<file path="src/rtl/uart_game_decoder.sv">
// uart_game_decoder
//   Pulls 4-byte game-state packets out of a UART receive FIFO and keeps the
//   most recent value of every remote field. Header byte = {0, type[2:0], 0000},
//   followed by three payload bytes D1..D3 forming data[23:0] (D1 is the MSB).
//   Bad headers are dropped one byte at a time to resynchronise, and a stalled
//   packet is abandoned after TIMEOUT_CYCLES idle clocks.
//
// Ports
//   clk               system clock, all logic on the rising edge
//   rst               synchronous active-low reset
//   rx_data           FIFO head byte, valid while rx_empty = 0
//   rx_empty          FIFO empty flag
//   rd_uart           combinational pop strobe (byte consumed at this edge)
//   remote_char_x/y   character position        (type 000)
//   remote_char_hp    character HP              (type 001)
//   remote_boss_x/y   boss position             (type 010)
//   remote_boss_hp    boss HP                   (type 011)
//   remote_on_ground  on-ground status          (type 100)
//   pkt_valid         one-cycle pulse per committed packet
//   pkt_type          type of the last committed packet
//   pkt_error         one-cycle pulse on bad header or timeout
//   err_count         saturating error counter
module uart_game_decoder #(
    parameter int DATA_WIDTH     = 8,
    parameter int TIMEOUT_CYCLES = 500000
) (
    input  logic                  clk,
    input  logic                  rst,
    input  logic [DATA_WIDTH-1:0] rx_data,
    input  logic                  rx_empty,
    output logic                  rd_uart,
    output logic [11:0]           remote_char_x,
    output logic [11:0]           remote_char_y,
    output logic [3:0]            remote_char_hp,
    output logic [11:0]           remote_boss_x,
    output logic [11:0]           remote_boss_y,
    output logic [6:0]            remote_boss_hp,
    output logic                  remote_on_ground,
    output logic                  pkt_valid,
    output logic [2:0]            pkt_type,
    output logic                  pkt_error,
    output logic [7:0]            err_count
);

    localparam int TW = $clog2(TIMEOUT_CYCLES + 1);

    typedef enum logic [2:0] {IDLE, DATA1, DATA2, DATA3, COMMIT} state_t;

    state_t        state, state_next;
    logic [TW-1:0] timer;
    logic [2:0]    type_q;
    logic [23:0]   payload;

    logic          in_data;
    logic          header_ok;
    logic          timeout_hit;
    logic          commit;
    logic          err_event;

    // ---------------------------------------------------------------------
    // State register
    // ---------------------------------------------------------------------
    // NOTE: every clocked process uses <= so all registers see pre-edge values.
    always_ff @(posedge clk) begin
        if (!rst) state <= IDLE;
        else      state <= state_next;
    end

    // ---------------------------------------------------------------------
    // Next-state logic
    // ---------------------------------------------------------------------
    // NOTE: state_next gets a default before the case so no path infers a latch.
    always_comb begin
        state_next = state;
        case (state)
            IDLE:    if (rd_uart && header_ok) state_next = DATA1;
            DATA1:   if (rd_uart) state_next = DATA2; else if (timeout_hit) state_next = IDLE;
            DATA2:   if (rd_uart) state_next = DATA3; else if (timeout_hit) state_next = IDLE;
            DATA3:   if (rd_uart) state_next = COMMIT; else if (timeout_hit) state_next = IDLE;
            COMMIT:  state_next = IDLE;
            default: state_next = IDLE;
        endcase
    end

    // ---------------------------------------------------------------------
    // Output / control decode
    // ---------------------------------------------------------------------
    always_comb begin
        in_data     = (state == DATA1) || (state == DATA2) || (state == DATA3);
        // Never pop while empty, while in reset, or during the commit cycle.
        rd_uart     = rst && !rx_empty && (state != COMMIT);
        header_ok   = !rx_data[7] && (rx_data[3:0] == 4'h0) && (rx_data[6:4] <= 3'd4);
        // Fires on the clock where the idle count would reach TIMEOUT_CYCLES.
        timeout_hit = in_data && rx_empty && (timer == TW'(TIMEOUT_CYCLES - 1));
        commit      = (state == COMMIT);
        err_event   = ((state == IDLE) && rd_uart && !header_ok) || timeout_hit;
    end

    // ---------------------------------------------------------------------
    // Packet assembly registers
    // ---------------------------------------------------------------------
    // NOTE: type_q and payload carry no reset: each is written by the packet
    // that later reads it, so a reset value would never be observed.
    always_ff @(posedge clk) begin
        if (state == IDLE && rd_uart && header_ok) type_q <= rx_data[6:4];
        if (rd_uart) begin
            case (state)
                DATA1:   payload[23:16] <= rx_data[7:0];
                DATA2:   payload[15:8]  <= rx_data[7:0];
                DATA3:   payload[7:0]   <= rx_data[7:0];
                default: ;
            endcase
        end
    end

    // ---------------------------------------------------------------------
    // Timeout counter, status pulses, committed fields
    // ---------------------------------------------------------------------
    always_ff @(posedge clk) begin
        if (!rst) begin
            timer            <= '0;
            pkt_valid        <= 1'b0;
            pkt_error        <= 1'b0;
            err_count        <= 8'd0;
            pkt_type         <= 3'd0;
            remote_char_x    <= 12'd0;
            remote_char_y    <= 12'd0;
            remote_char_hp   <= 4'd0;
            remote_boss_x    <= 12'd0;
            remote_boss_y    <= 12'd0;
            remote_boss_hp   <= 7'd0;
            remote_on_ground <= 1'b0;
        end else begin
            // A pop in DATAn implies rx_empty = 0, so the count clears there too.
            if (in_data && rx_empty && !timeout_hit) timer <= timer + 1'b1;
            else                                    timer <= '0;

            pkt_valid <= commit;
            pkt_error <= err_event;
            if (err_event && err_count != 8'hFF) err_count <= err_count + 8'd1;

            if (commit) begin
                pkt_type <= type_q;
                case (type_q)
                    3'd0: begin
                        remote_char_x <= payload[23:12];
                        remote_char_y <= payload[11:0];
                    end
                    3'd1: remote_char_hp <= payload[3:0];
                    3'd2: begin
                        remote_boss_x <= payload[23:12];
                        remote_boss_y <= payload[11:0];
                    end
                    3'd3: remote_boss_hp   <= payload[6:0];
                    3'd4: remote_on_ground <= payload[0];
                    default: ;
                endcase
            end
        end
    end

endmodule

</file>
<file path="config.mk">
export PLATFORM = sky130hd
export DESIGN_NAME = uart_game_decoder
export DESIGN_NICKNAME = d
export VERILOG_FILES = /design/src/rtl/uart_game_decoder.sv
export SDC_FILE = /design/constraint.sdc
export NUM_CORES = 1
export LEC_CHECK = 0
export BUFFER_PORTS_ARGS = -buffer_cell sky130_fd_sc_hd__buf_2
export CAP_MARGIN = 20
export CORE_ASPECT_RATIO = 0.7
export CORE_MARGIN = 5
export CORE_UTILIZATION = 59
export DETAILED_ROUTE_END_ITERATION = 7
export HOLD_SLACK_MARGIN = 0.03
export PLACE_DENSITY = 0.88
export SYNTH_ARGS = -nofsm -noshare
export SYNTH_HDL_FRONTEND = slang
export SYNTH_SLANG_ARGS = --single-unit
</file>
<file path="constraint.sdc">
create_clock -name clk -period 4.86 [get_ports clk]
set_input_delay 0.243 -clock clk [delete_from_list [all_inputs] [get_ports clk]]
set_output_delay 0.243 -clock clk [all_outputs]
set_load 0.03 [all_outputs]
</file>
# --- Word level (Yosys, flattened, before mapping) ---
# Cells that the tools add are included.
totals:
  ff_bits: 122
  out_inout_bits: 74
  wordCells: 69
  inputBits: 11
classes:
  magnitude_cmp: 1
  add_sub_neg: 2
  n_eq_ne: 12
  reduce_logical: 31
  n_mux: 6
op_table:
  columns: ["op", "count"]
  rows:
  - ["$add A19 B1 Y19 const B", 1]
  - ["$eq A19 B19 Y1 const B", 1]
  - ["$reduce_and A2 Y1", 9]
  - ["$mux W3", 5]
  - ["$eq A3 B2 Y1 const B", 4]
  - ["$logic_and A1 B1 Y1", 12]
  - ["$pmux W3 S4", 1]
  - ["$add A8 B1 Y8 const B", 1]
  - ["$ne A8 B8 Y1 const B", 1]
  - ["$eq A3 B1 Y1 const B", 2]
  - ["$eq A3 B3 Y1 const B", 2]
  - ["$logic_not A3 Y1", 2]
  - ["$logic_not A1 Y1", 4]
  - ["$logic_not A4 Y1", 1]
  - ["$le A3 B3 Y1 const B", 1]
  - ["$logic_or A1 B1 Y1", 3]
  - ["$ne A3 B3 Y1 const B", 1]
  - ["$ne A2 B2 Y1 const B", 1]

# --- Depth between registers and ports, before layout ---
# Gate-level depths: netlist of run 1.
logic_depth:
  word_depth: 8
  ltp_mapped: 8
  depth_no_buf: 6

# --- Least setup slack after synthesis of run 1 ---
# No wires, ideal clock.
synth_path:
  path_type: "reg-to-reg"
  start: "reg state[1]"
  end: "reg err_count[6]"
  path_stages_with_launch: 8
  required_time_ns: 4.744
  synth_period_minus_slack_ns: 1.978
  arrival_ns: 1.862
  path_buffers: 2
  path_slack_ns: 2.882
  setup_ns: 0.116
  cell_sequence: "dfxtp_1 -> buf_2 -> nor2_1 -> or3b_1 -> or4_4 -> buf_6 -> a211o_1 -> o211a_1"
synth_via:
  elab_chain_cells: 7
synth_lines:
  columns: ["element", "line_no", "source"]
  rows:
  - ["from (decl)", "49", "state_t state, state_next;"]
  - ["from (signal assigned)", "66", "else state <= state_next;"]
  - ["$eq A3 B1 Y1 / $eq A3 B2 Y1 (equally long branches)", "89", "in_data = (state == DATA1) || (state == DATA2) || (state == DATA3);"]
  - ["$logic_or A1 B1 Y1 (2 in a row)", "89", null]
  - ["$logic_and A1 B1 Y1 (2 in a row)", "94", "timeout_hit = in_data && rx_empty && (timer == TW'(TIMEOUT_CYCLES - 1));"]
  - ["$logic_or A1 B1 Y1 *", "96", "err_event = ((state == IDLE) && rd_uart && !header_ok) || timeout_hit;"]
  - ["$logic_and A1 B1 Y1 *", "140", "if (err_event && err_count != 8'hFF) err_count <= err_count + 8'd1;"]
  - ["to (signal assigned)", "140", null]
  - ["to (decl)", "42", "output logic [7:0] err_count"]
# Mark *: on every way between the ends. The rest lies on a longest branch, timed or not.
# A chain may end at the register's enable or synchronous reset.

# --- Final worst setup path of run 1 ---
layout_path:
  start: "reg state[0]"
  end: "reg remote_boss_x[3]"
layout_via:
  elab_chain_cells: 2
layout_lines:
  columns: ["element", "line_no", "source"]
  rows:
  - ["$eq A3 B3 Y1", "95", "commit = (state == COMMIT);"]
  - ["$reduce_and A2 Y1 (no line)", null, null]
  - ["to (signal assigned)", "151", "remote_boss_x <= payload[23:12];"]
  - ["to (decl)", "35", "output logic [11:0] remote_boss_x,"]
# Every way passes these cells.

==> metrics.csv, run 1 <==
stage,metric,value,unit
logic_synthesis,synthTopCellsByArea,"dfxtp_1 42%, edfxtp_1 18%, nand2_1 10%",
clock_tree,clock_latency,0.53,ns
placement,hpwl,7.66,mm
timing,max_freq,0.368,GHz
layout,antenna_cells,0,
floorplanning,initial_core_util,61.6,%
logic_synthesis,synthMostInstantiatedCell,nand2_1,
clock_tree,clockRootBuffer,clkbuf_8,
timing,slew_headroom,30.5,%
clock_tree,cts_buffers,17,
drt,drt_iter0_drc,378,
placement,postPlaceCellArea,5030,µm²
clock_tree,cts_max_path_buffers,2,
timing,skew,0.0124,ns
clock_tree,cts_max_level,4,
floorplanning,row_count,26,
logic_synthesis,syn_area_per_cell,9.48,µm²
floorplanning,core-area,7420,µm²
logic_synthesis,synth_fp_nets,495,
logic_synthesis,ys_seq_area_share,59.4,%
floorplanning,ioPinCount,85,
floorplanning,die_w,115,µm
critical_path,cp.required,5.25,ns
placement,port_buffers,84,
placement,pre_cts_slack,2.17,ns
critical_path,r2r_setup_slack,2.14,ns
logic_synthesis,synth_flop_cell,dfxtp_1,
clock_tree,cts_tree,done,
logic_synthesis,synthTopCellsByCount,"124 x nand2_1, 95 x dfxtp_1, 57 x a21oi_1",
layout,layout-drive-gt1-share,20.0,%
hold_path,min-delay-path-class,primary input to flip-flop,
clock_tree,path_clk_slew,0.06,ns
timing,setup_violations,0,
drt,vias_per_cell,5.73,
critical_path,crit_path_end,remote_boss_x[3]$_SDFFE_PN0P_,
logic_synthesis,syn_area,4570,µm²
logic_synthesis,synth_edf_count,27,
global_route,overflow,0,
drt,dr.pass1.iters,6,
placement,post-place-cells,642,
layout,final_cell_area,5670,µm²
logic_synthesis,synth_async_sr_flop_share,0,%
floorplanning,fp.dieH,83.6,µm
power,leakage,2.27,nW
logic_synthesis,synth_area_leader_cell,dfxtp_1,
timing,rsz0062_at_grt,false,
critical_path,timing.critical_path.from,state[0]$_SDFFE_PN0P_,
timing,tightest_slew,1.04,ns
layout,synthToLayoutAreaGrowth,24.2,%
drt,vias,3912,
critical_path,critPathMaxFanout,24,
timing,fin_setup_tns,0,ns
drt,wl,12.0,mm
placement,gp_congestion,0.879,
power,ir_drop,279,µV
critical_path,cp-end-kind,flip-flop,
critical_path,r2r-start,state[0]$_SDFFE_PN0P_,
logic_synthesis,synth_seq_cells,122,
timing,report.final.slew_viol_count,0,
layout,nets,585,
logic_synthesis,ys_types,35,
timing,hold_viol_final,0,
power,power_density,391,nW/µm²
critical_path,worstSetupStartpointType,flip-flop,
critical_path,reg2regPathDepth,5,
drt,antenna_left,0,
clock_tree,clkSinkCount,122,
global_route,grt_first_pass_wirelength,19.1,mm
outcome,outcome,completed,
global_route,grt_usage,25.5,%
timing,finalCriticalPeriod,2.72,ns
logic_synthesis,synth_top_area_share,41.6,%
floorplanning,die_area,9630,µm²
layout,nFillCells,475,
timing,finalCritPeriodShare,55.9,%
logic_synthesis,syn_inst,482,
layout,instances_no_fill,683,
logic_synthesis,yosys_warnings,0,
global_route,antenna_found_initial,0,
clock_tree,post_cts_buffers,0,
global_route,grt_start_max_net_pins,70,
flow_run,drv_cap,0,
drt,post-route-drc-count,0,
global_route,grt_pass1_vias,3806,
critical_path,path_class,flip-flop to flip-flop,
timing,setup_ws,2.14,ns
drt,wl_per_cell,17.5,µm
critical_path,rr_endpoint,remote_boss_x[3]$_SDFFE_PN0P_,
critical_path,arrival,3.11,ns
==> through the flow <==
| step | util [%] | hold WS [ns] | total power [mW] |
|---|---|---|---|
| after floorplan | - | 0.342 | 1.08 |
| after global placement | 67.6 | 0.441 | 1.09 |
| after detailed placement | 67.9 | 0.445 | 1.09 |
| after CTS | 76.2 | 0.0530 | 2.22 |
| after global routing | 76.5 | 0.0673 | 2.29 |
| final | 76.5 | 0.0732 | 2.22 |
==> cells by family (layout without fill, tap and decap cells) <==
logic type	Yosys count	after routing	share of synthesized area, %
buffers and inverters	30	133	2.90
adder cells (fa/ha/maj)	2	2	0.548
AO/OA/AOI/OAI	65	65	7.48
AND/OR/NAND/NOR	227	227	22.3
multiplexers	19	19	4.16
XOR/XNOR	17	17	3.26
flip-flops	122	122	59.4
==> registers in the layout (all words and copies together), names as in the netlist <==
signal / cells
payload: 24
timer: 19
remote_boss_x: 12
remote_boss_y: 12
remote_char_x: 12
remote_char_y: 12
err_count: 8
remote_boss_hp: 7
remote_char_hp: 4
pkt_type: 3
state: 3
type_q: 3
pkt_error: 1
pkt_valid: 1
remote_on_ground: 1
==> routing by layer <==
| metal | vias up | wire, µm | global-route usage, % |
|---|---|---|---|
| met5 | - | 0 | 0 |
| met4 | 0 | 383 | 13.1 |
| met3 | 43 | 1120 | 7.75 |
| met2 | 224 | 5550 | 38.8 |
| met1 | 1840 | 4930 | 32.6 |
| li1 | 1805 | - | - |
==> final cells by class <==
type	count	area, µm²	area share [%]
clock buffers	22	464	8.18
flip-flops and latches	122	2710	47.8
inverters	6	22.5	0.397
well taps	98	123	2.16
clock inverters	10	75.1	1.32
repair buffers	95	543	9.57
multi-input cells	330	1730	30.5
==> layout by cell type, fill, tap and decap left out, drive strengths merged <==
master and n:
a211o 1, a21boi 3, a21oi 57, and2 3, and3 7, buf 87
bufinv 1, clkbuf 22, clkinv 9, dfxtp 95, dlygate4sd3 8, edfxtp 27
ha 2, inv 6, mux2i 19, nand2 124, nand2b 7, nand3 11
nand3b 4, nand4 6, nor2 45, nor3 7, nor4 4, nor4b 2
o211a 1, o21ai 3, or3 2, or3b 2, or4 3, xnor2 11
xor2 6
==> worst min path at each step <==
stage / start / endpoint / slack [ns] / cells past startpoint
finish: rx_empty / state[0]$_SDFFE_PN0P_ / 0.07 / 3
global route: rx_empty / state[0]$_SDFFE_PN0P_ / 0.07 / 3
CTS: rx_empty / state[0]$_SDFFE_PN0P_ / 0.05 / 3
detailed placement: remote_boss_y[8]$_SDFFE_PN0P_ / remote_boss_y[8]$_SDFFE_PN0P_ / 0.44 / 2
global placement: timer[0]$_SDFF_PN0_ / timer[0]$_SDFF_PN0_ / 0.44 / 1
floorplan: rx_data[0] / payload[0]$_DFFE_PP_ / 0.34 / 0
==> power breakdown <==
| group | internal, mW | total, mW | switching (mW) |
|---|---|---|---|
| Clock | 0.711 | 1.14 | 0.427 |
| Combinational | 0.0140 | 0.0424 | 0.0284 |
| Sequential | 1.04 | 1.04 | 0.00171 |
| Total | 1.76 | 2.22 | 0.458 |
==> timing repair <==
action | 4_1_cts | 5_1_grt
endpoints found under the hold margin | 27 | 0
hold buffers | 8 | 0
gates resized for setup | 0 | 0
==> critical path: stages, from the launching register on <==
cell and delay, ns:
dfxtp_1 0.38, or3b_1 0.60, nor2_1 0.38, nand3b_1 0.78, nand2_1 0.33, a21oi_1 0.11
No activity file was read; power rests on OpenSTA's default activity.
==> run 2: changes to the inputs <==
--- a/config.mk
+++ b/config.mk
@@ -9,10 +9,10 @@
 export CAP_MARGIN = 20
 export CORE_ASPECT_RATIO = 0.7
 export CORE_MARGIN = 5
-export CORE_UTILIZATION = 59
+export CORE_UTILIZATION = 49
 export DETAILED_ROUTE_END_ITERATION = 7
 export HOLD_SLACK_MARGIN = 0.03
-export PLACE_DENSITY = 0.88
+export PLACE_DENSITY = 0.79
 export SYNTH_ARGS = -nofsm -noshare
 export SYNTH_HDL_FRONTEND = slang
 export SYNTH_SLANG_ARGS = --single-unit
==> constraint.sdc (replaced) <==
create_clock -name clk -period 2.2 [get_ports clk]
set_input_delay 0.11 -clock clk [delete_from_list [all_inputs] [get_ports clk]]
set_output_delay 0.11 -clock clk [all_outputs]
set_load 0.03 [all_outputs]
==> metrics.csv, run 2 (same netlist as run 1, synthesis figures left out) <==
stage,metric,value,unit,change
critical_path,worstSetupStartpointType,flip-flop,,unchanged
floorplanning,initial_core_util,50.4,%,was 61.6%
timing,setup_ws,0.132,ns,was 2.14 ns
flow_run,drv_cap,0,,unchanged
power,power_density,896,nW/µm²,was 391 nW/µm²
critical_path,path_class,flip-flop to flip-flop,,unchanged
critical_path,arrival,2.37,ns,was 3.11 ns
layout,antenna_cells,0,,unchanged
timing,max_freq,0.484,GHz,was 0.368 GHz
timing,finalCritPeriodShare,94.0,%,was 55.9%
floorplanning,row_count,29,,was 26
hold_path,worstHoldEndpoint,err_count[6]$_SDFFE_PN0P_,,was state[0]$_SDFFE_PN0P_
critical_path,cp.required,2.50,ns,was 5.25 ns
global_route,grt_first_pass_wirelength,18.4,mm,was 19.1 mm
global_route,grt_start_max_net_pins,48,,was 70
critical_path,cp-end-kind,flip-flop,,unchanged
global_route,grt_use_met3,6.09,%,was 7.75%
drt,vias_per_cell,5.27,,was 5.73
layout,instances_no_fill,723,,was 683
critical_path,critPathMaxFanout,11,,was 24
layout,regMostFlops,payload,,unchanged
placement,port_buffers,84,,unchanged
floorplanning,ioPinCount,85,,unchanged
timing,skew,0.00608,ns,was 0.0124 ns
placement,pre_cts_slack,0.0961,ns,was 2.17 ns
clock_tree,path_clk_slew,0.05,ns,was 0.06 ns
timing,fin_setup_tns,0,ns,unchanged
clock_tree,clkSinkCount,122,,unchanged
global_route,overflow,0,,unchanged
layout,largest_reg_flops,24,,unchanged
critical_path,rr_endpoint,err_count[6]$_SDFFE_PN0P_,,was remote_boss_x[3]$_SDFFE_PN0P_
critical_path,r2r_setup_slack,0.13,ns,was 2.14 ns
floorplanning,fp.dieH,90.8,µm,was 83.6 µm
timing,finalCriticalPeriod,2.07,ns,was 2.72 ns
timing,hold_viol_final,0,,unchanged
hold_path,min-delay-path-class,primary input to flip-flop,,unchanged
power,ir_drop,606,µV,was 279 µV
layout,synthToLayoutAreaGrowth,28.8,%,was 24.2%
timing,rsz0062_at_grt,false,,unchanged
drt,dr.pass1.iters,4,,was 6
layout,nets,599,,was 585
hold_path,hold_start,rst,,was rx_empty
power,leakage,2.37,nW,was 2.27 nW
clock_tree,cts_max_level,4,,unchanged
drt,antenna_left,0,,unchanged
clock_tree,clockRootBuffer,clkbuf_16,,was clkbuf_8
outcome,outcome,completed,,unchanged
drt,post-route-drc-count,0,,unchanged
placement,post-place-cells,682,,was 642
timing,slew_headroom,64.9,%,was 30.5%
drt,wl,11.2,mm,was 12.0 mm
clock_tree,cts_max_path_buffers,2,,unchanged
global_route,use_met1,25.7,%,was 32.6%
timing,setup_violations,0,,unchanged
floorplanning,core-area,9070,µm²,was 7420 µm²
drt,vias,3810,,"was 3,912"
placement,hpwl,7.47,mm,was 7.66 mm
clock_tree,clock_latency,0.41,ns,was 0.53 ns
layout,layout_commonest_cell,nand2_1,,unchanged
floorplanning,die_area,11400,µm²,was 9630 µm²
drt,wl_per_cell,15.5,µm,was 17.5 µm
timing,report.final.slew_viol_count,0,,unchanged
timing,tightest_slew,0.521,ns,was 1.04 ns
drt,drt_iter0_drc,337,,was 378
global_route,antenna_found_initial,0,,unchanged
timing,holdWs,0.154,ns,was 0.0732 ns
placement,gp_congestion,0.826,,was 0.879
critical_path,reg2regPathDepth,5,,unchanged
clock_tree,post_cts_buffers,0,,unchanged
global_route,grt_pass1_vias,3758,,"was 3,806"
hold_path,whs_path_depth,3,,unchanged
layout,final_cell_mix,"124 x nand2_1, 95 x dfxtp_1, 84 x buf_2",,unchanged
clock_tree,cts_tree,done,,unchanged
global_route,grt_usage,20.1,%,was 25.5%
global_route,busiest_layer,met2,,unchanged
floorplanning,die_w,125,µm,was 115 µm
critical_path,r2r-start,timer[10]$_SDFF_PN0_,,was state[0]$_SDFFE_PN0P_
layout,layout-drive-gt1-share,22.9,%,was 20.0%
clock_tree,cts_buffers,17,,unchanged
global_route,met2_usage,31.6,%,was 38.8%
layout,largestRegisters,"payload (24), timer (19)",,unchanged
run 2: repair_timing:
action	in CTS	in global routing
setup endpoints to repair	0	3
hold endpoints to repair	28	0
hold buffers	9	0
gates resized for setup	0	3
run 2: stage by stage:
step | util, % | area [µm²] | total power, mW
2_1_floorplan | - | 4570 | 2.39
3_3_place_gp | 56.9 | 5160 | 2.42
3_5_place_dp | 56.9 | 5160 | 2.42
4_1_cts | 64.7 | 5870 | 5.29
5_1_grt | 64.9 | 5890 | 5.41
6_report | 64.9 | 5890 | 5.27
run 2: final cells by class:
type	count	area [µm²]
clock buffer	20	447
clock inverter	12	171
fill	708	3180
inverter	6	22.5
multi-input combinational	330	1750
sequential	122	2710
tap	124	155
timing repair buffer	109	631
run 2: where the power goes:
| group | leakage [nW] | switching, mW | internal, mW | total, mW |
|---|---|---|---|---|
| registers | 1.01 | 0.00337 | 2.29 | 2.30 |
| clock network | 0.308 | 0.962 | 1.92 | 2.88 |
| logic | 1.06 | 0.0636 | 0.0329 | 0.0965 |
run 2: metal layers:
metal / wire length, µm / up-vias / share of wire, %
met1: 4840 / 1812 / 43
li1: - / 1828 / -
met3: 923 / 19 / 8.3
met5: 0 / - / 0
met2: 5210 / 151 / 47
met4: 212 / 0 / 1.9
run 2: how the worst max path moves through the flow:
stage / from / to / slack, ns / depth (start not counted)
final: timer[10]$_SDFF_PN0_ / err_count[6]$_SDFFE_PN0P_ / 0.13 / 5
after global routing: timer[0]$_SDFF_PN0_ / timer[16]$_SDFF_PN0_ / 0.003 / 6
after CTS: timer[0]$_SDFF_PN0_ / timer[18]$_SDFF_PN0_ / 0.07 / 6
after detailed placement: timer[15]$_SDFF_PN0_ / err_count[1]$_SDFFE_PN0P_ / 0.1 / 5
after global placement: timer[0]$_SDFF_PN0_ / timer[18]$_SDFF_PN0_ / 0.21 / 6
after floorplan: state[1]$_SDFFE_PN0P_ / err_count[6]$_SDFFE_PN0P_ / 0.22 / 7
run 2: critical path, stage by stage (launching register included):
cell and delay, ns:
dfxtp_1 0.36, nor4b_1 0.36, nand4_1 0.17, or4_4 0.62, a211o_1 0.32, o211a_1 0.12
